<file path="src/rtl/regfile_reader.sv">
// regfile_reader
// Sequential read-out engine for the register file. A start command latches
// an address range; the engine then walks it through one combinational read
// port and presents each (address, data) pair on a valid/ready stream.
//
// Handshake: a word transfers on a rising edge where out_valid and out_ready
// are both high. Once out_valid is raised, out_addr/out_data are held until
// that transfer (or an abort/reset withdraws the word).
//
// Ports:
//   clk, rst            clock, synchronous active-high reset
//   start               begin a walk (sampled only when idle)
//   first_addr          first register of the range (sampled with start)
//   last_addr           last register of the range (sampled with start)
//   abort               end an active walk early
//   rd_address          register file read address (valid while reading)
//   rd_data             register file read data for rd_address
//   out_valid/out_ready stream handshake
//   out_addr/out_data   register index and contents of the current word
//   busy                high whenever a walk or its completion is in flight
//   done                one-cycle pulse when a walk completes or is aborted
//   state_dbg           current FSM state, for observation only
module regfile_reader #(
   parameter int ADDR_W    = 5,
   parameter int DATA_W    = 32,
   parameter bit SKIP_ZERO = 1'b0
) (
   input  logic              clk,
   input  logic              rst,
   input  logic              start,
   input  logic [ADDR_W-1:0] first_addr,
   input  logic [ADDR_W-1:0] last_addr,
   input  logic              abort,
   output logic [ADDR_W-1:0] rd_address,
   input  logic [DATA_W-1:0] rd_data,
   output logic              out_valid,
   input  logic              out_ready,
   output logic [ADDR_W-1:0] out_addr,
   output logic [DATA_W-1:0] out_data,
   output logic              busy,
   output logic              done,
   output logic [1:0]        state_dbg
);

   localparam logic [1:0] S_IDLE = 2'd0;
   localparam logic [1:0] S_READ = 2'd1;
   localparam logic [1:0] S_SEND = 2'd2;
   localparam logic [1:0] S_FIN  = 2'd3;

   localparam logic [ADDR_W-1:0] ADDR_ZERO = '0;
   localparam logic [ADDR_W-1:0] ADDR_ONE  = {{(ADDR_W-1){1'b0}}, 1'b1};
   localparam logic [ADDR_W-1:0] ADDR_MAX  = '1;

   logic [1:0]        state;
   logic [ADDR_W-1:0] cur;
   logic [ADDR_W-1:0] end_addr;
   logic [ADDR_W-1:0] next_cur;
   logic              last_word;

   // Address following cur, stepping over x0 when it is never emitted.
   always_comb begin
      next_cur = cur + ADDR_ONE;
      if (SKIP_ZERO && (next_cur == ADDR_ZERO)) begin
         next_cur = ADDR_ONE;
      end
   end

   // With x0 skipped, a range ending at 0 really ends at the top address,
   // otherwise the walk would step past its end and never terminate.
   always_comb begin
      last_word = (cur == end_addr);
      if (SKIP_ZERO && (end_addr == ADDR_ZERO) && (cur == ADDR_MAX)) begin
         last_word = 1'b1;
      end
   end

   always_ff @(posedge clk) begin
      if (rst) begin
         state     <= S_IDLE;
         cur       <= '0;
         end_addr  <= '0;
         out_valid <= 1'b0;
         out_addr  <= '0;
         out_data  <= '0;
      end else begin
         case (state)
            S_IDLE: begin
               if (start) begin
                  end_addr <= last_addr;
                  if (SKIP_ZERO && (first_addr == ADDR_ZERO)) begin
                     cur <= ADDR_ONE;
                     // Range consisting of x0 alone: nothing to emit.
                     state <= (last_addr == ADDR_ZERO) ? S_FIN : S_READ;
                  end else begin
                     cur   <= first_addr;
                     state <= S_READ;
                  end
               end
            end
            S_READ: begin
               if (abort) begin
                  state <= S_FIN;
               end else begin
                  out_addr  <= cur;
                  out_data  <= rd_data;
                  out_valid <= 1'b1;
                  state     <= S_SEND;
               end
            end
            S_SEND: begin
               // A word accepted together with abort has still transferred.
               if (abort) begin
                  out_valid <= 1'b0;
                  state     <= S_FIN;
               end else if (out_ready) begin
                  out_valid <= 1'b0;
                  if (last_word) begin
                     state <= S_FIN;
                  end else begin
                     cur   <= next_cur;
                     state <= S_READ;
                  end
               end
            end
            default: begin
               state <= S_IDLE;
            end
         endcase
      end
   end

   assign rd_address = cur;
   assign busy       = (state != S_IDLE);
   assign done       = (state == S_FIN);
   assign state_dbg  = state;

endmodule
</file>
<file path="config.mk">
export PLATFORM = sky130hd
export DESIGN_NAME = regfile_reader
export DESIGN_NICKNAME = d
export VERILOG_FILES = /design/src/rtl/regfile_reader.sv
export SDC_FILE = /design/constraint.sdc
export NUM_CORES = 1
export LEC_CHECK = 0
export ABC_AREA = 1
export BUFFER_PORTS_ARGS = -buffer_cell sky130_fd_sc_hd__buf_4
export CORE_AREA = 2 2 70 72
export CTS_BUF_LIST = sky130_fd_sc_hd__clkbuf_8
export CTS_CLUSTER_DIAMETER = 100
export DETAILED_ROUTE_END_ITERATION = 8
export DIE_AREA = 0 0 72 74
export PLACE_DENSITY = 0.85
export SLEW_MARGIN = 20
export SYNTH_ARGS = -nofsm -noshare
export SYNTH_HDL_FRONTEND = slang
export SYNTH_SLANG_ARGS = --single-unit
</file>
<file path="constraint.sdc">
create_clock -name clk -period 1.4 [get_ports clk]
set_input_delay 0.14 -clock clk [delete_from_list [all_inputs] [get_ports clk]]
set_output_delay 0.14 -clock clk [all_outputs]
set_load 0.1 [all_outputs]
</file>
==> run summary <==
GRT Util Overall = 0.223
GRT overflow = 0
Root buf cell = clkbuf_8
HP Class = input pin to register
Crit-path cells = inv_2, nor2_4, inv_2, o21ai_4, clkbuf_16, nand3_1, nand2_1, nor2_1
Crit Path Max Fanout = 5
Largest family of logic cells by synthesized area = simple AND/OR/NAND/NOR gates
Post-route ant nets = 0
Top-level port count = 94
Slowest-stage cell, CP = dfxtp_4
Yosys cell types = 20
H-tree levels = 2
Post-synthesis mux area share = 0
Worst Hold Slack = 55.1 ps
Clock-pin slew on the worst setup and hold paths = 100 ps
Chip height = 74 µm
CP peak stage delay = 400 ps
Slew Viols, Final = 0
FF+latch count, synth = 50
CP startpoint kind = register
DR pass1 iterations = 4
First-pass GRT wire length = 9.42 mm
Critical path arrival = 1610 ps
Mapped Cells = 290
Setup Viol. Count Final = 1
Primary FF master, synth = dfxtp_1
DIE AREA = 0.00533 mm²
VDD IR max = 809 µV
Placed wire-length estimate = 4.29 mm
Clock Latency Late Sink = 300 ps
Top post-synthesis cells by count = nand2_1 (67), dfxtp_1 (50), a21oi_1 (49)
RSZ-0062 raised after global routing = true
Placed cell count = 434
Vias per cell = 5.34
Xor and xnor fraction of the mapped netlist area = 0
Cts bufs inserted = 5
Synth async-reset ratio = 0
Synth top area cells = dfxtp_1 (48%), nand2_1 (12%), a21oi_1 (12%)
Share of the synthesized area in the top cell type = 0.476
Warnings, synthesis = 0
Period minus WS final = 1410 ps
Synth Area in Compound Gates = 0.155
Count leader, synth = nand2_1
Core area = 0.00460 mm²
Layout net count = 449
Number of max-cap violations = 0
Starting Density = 0.457
Post-route cell area = 0.00326 mm²
Static Leak = 1.49 nW
Wire length per cell = 14.3 µm
Layout Skew = 8.47 ps
Chip width = 72 µm
Failing checks = setup timing
Simple logic cell fraction of the synthesized area = 0.272
Initial antenna violation count = 0
Setup slack after layout = -9.86 ps
Bufs on Longest Clock Path = 2
Clock sink total = 50
Via count = 2433
Final worst-path cycle share = 1.01
Max transition margin = 0.794
ANT cells = 0
Worst-Margin Slew = 301 ps
Number of global-route vias before repair = 2067
Post-route non-filler standard cell count = 456
Biggest area consumer among synthesized cells = dfxtp_1
Net Count, Synth = 338
Avg Inst Size Synth = 7.25 µm²
DRC marker count from the first detailed-route iteration = 164
Largest net degree at the start of global routing = 32
Final Wtd Congestion = 0.950
Post-Syn Area = 0.00210 mm²
Fmax = 0.709 GHz
Critical Path RT = 1600 ps
Sequential area share after synthesis = 0.476
# port buffers = 93
Setup crit end kind = register
DRT Wirelength = 6.51 mm
P&R area growth vs syn = 55.0%
Share of layout cells above drive strength 1 = 0.405
Adder-cell share of the synthesized area = 0.00595
Row cnt = 25
Fin. Hold Viols = 0
Post-DP Area = 0.00298 mm²
Run status = finished, violations left
Post-synth EDFFs = 0
Worst setup path class = register to register
Drt drc = 0
Cell mode on critical path = inv_2
TNS Setup = -9.86 ps
CTS tree = done
PD cells = 1290 mW/mm²
[worst paths after layout]
kind	from	end	slack, ps	depth (start not counted)
min reg2reg	out_data[17]$_SDFFE_PP0P_	out_data[17]$_SDFFE_PP0P_	460	2
max reg2reg	state_dbg[1]$_SDFFE_PP0P_	rd_address[0]$_SDFFE_PP0P_	-10	8
max	state_dbg[1]$_SDFFE_PP0P_	rd_address[0]$_SDFFE_PP0P_	-10	8
min	last_addr[3]	end_addr[3]$_SDFFE_PP0P_	60	3
[sequential cells by signal (all words and copies together), names as in the netlist]
| signal | count |
|---|---|
| end_addr | 5 |
| out_addr | 5 |
| out_data | 32 |
| out_valid | 1 |
| rd_address | 5 |
| state_dbg | 2 |
[cells in the final DEF (no fill, tap or decap), drive strengths merged]
cell and instances:
clkinvlp 1, dfxtp 50, buf 120, o21ai 12
clkbuf 8, nor2 20, inv 25, nand3 46
nand4 1, nand2 67, ha 1, clkinv 1
a21oi 49, a2111oi 1
[routing by layer]
| layer | part of all wire | track usage | vias to the layer above |
|---|---|---|---|
| met5 | 0 | 0 | - |
| met4 | 0.029 | 0.101 | 0 |
| li1 | - | - | 1168 |
| met2 | 0.52 | 0.386 | 101 |
| met3 | 0.062 | 0.0461 | 16 |
| met1 | 0.38 | 0.268 | 1148 |
[kinds of logic (layout without fill, tap and decap cells)]
family,after synthesis,after routing
simple gates,134,134
buf+inv,43,155
compound gates,62,62
flops,50,50
fa+ha+maj,1,1
[cell type report]
class | instances | area, µm²
clock buffers | 6 | 82.6
fillers | 379 | 1340
repair buffers | 122 | 992
flip-flops and latches | 50 | 1030
multi-input cells | 197 | 966
clock inverters | 2 | 16.3
inverters | 25 | 106
well taps | 54 | 67.6
[repair_timing]
item | CTS | global route
hold buffers | 0 | 0
gates resized for setup | 0 | 15
setup buffers | 0 | 12
hold endpoints to repair | 0 | 0
endpoints found under the setup margin | 0 | 6
[through the flow]
stage / setup slack (ps) / utilization / power, mW
2_1_floorplan: -71.8 / - / 2.74
3_3_place_gp: 107 / 0.648 / 3.12
3_5_place_dp: 22.7 / 0.648 / 3.15
4_1_cts: 12.2 / 0.670 / 4.04
5_1_grt: -145 / 0.709 / 4.37
6_report: -9.86 / 0.709 / 4.19
[worst max-delay path, delay by kind of cell (launching register included)]
kind / cells / cell delay, ps
flip-flops: 1 / 400
buffers and inverters: 3 / 350
AND/OR/NAND/NOR: 4 / 340
AO/OA/AOI/OAI: 1 / 220
[power breakdown]
group | total (mW) | switching, mW | internal [mW]
Sequential | 1.62 | 0.0896 | 1.53
Clock | 0.905 | 0.497 | 0.408
Combinational | 1.66 | 1.14 | 0.524
Total | 4.19 | 1.73 | 2.47
Power figures use the tool's default switching activity.
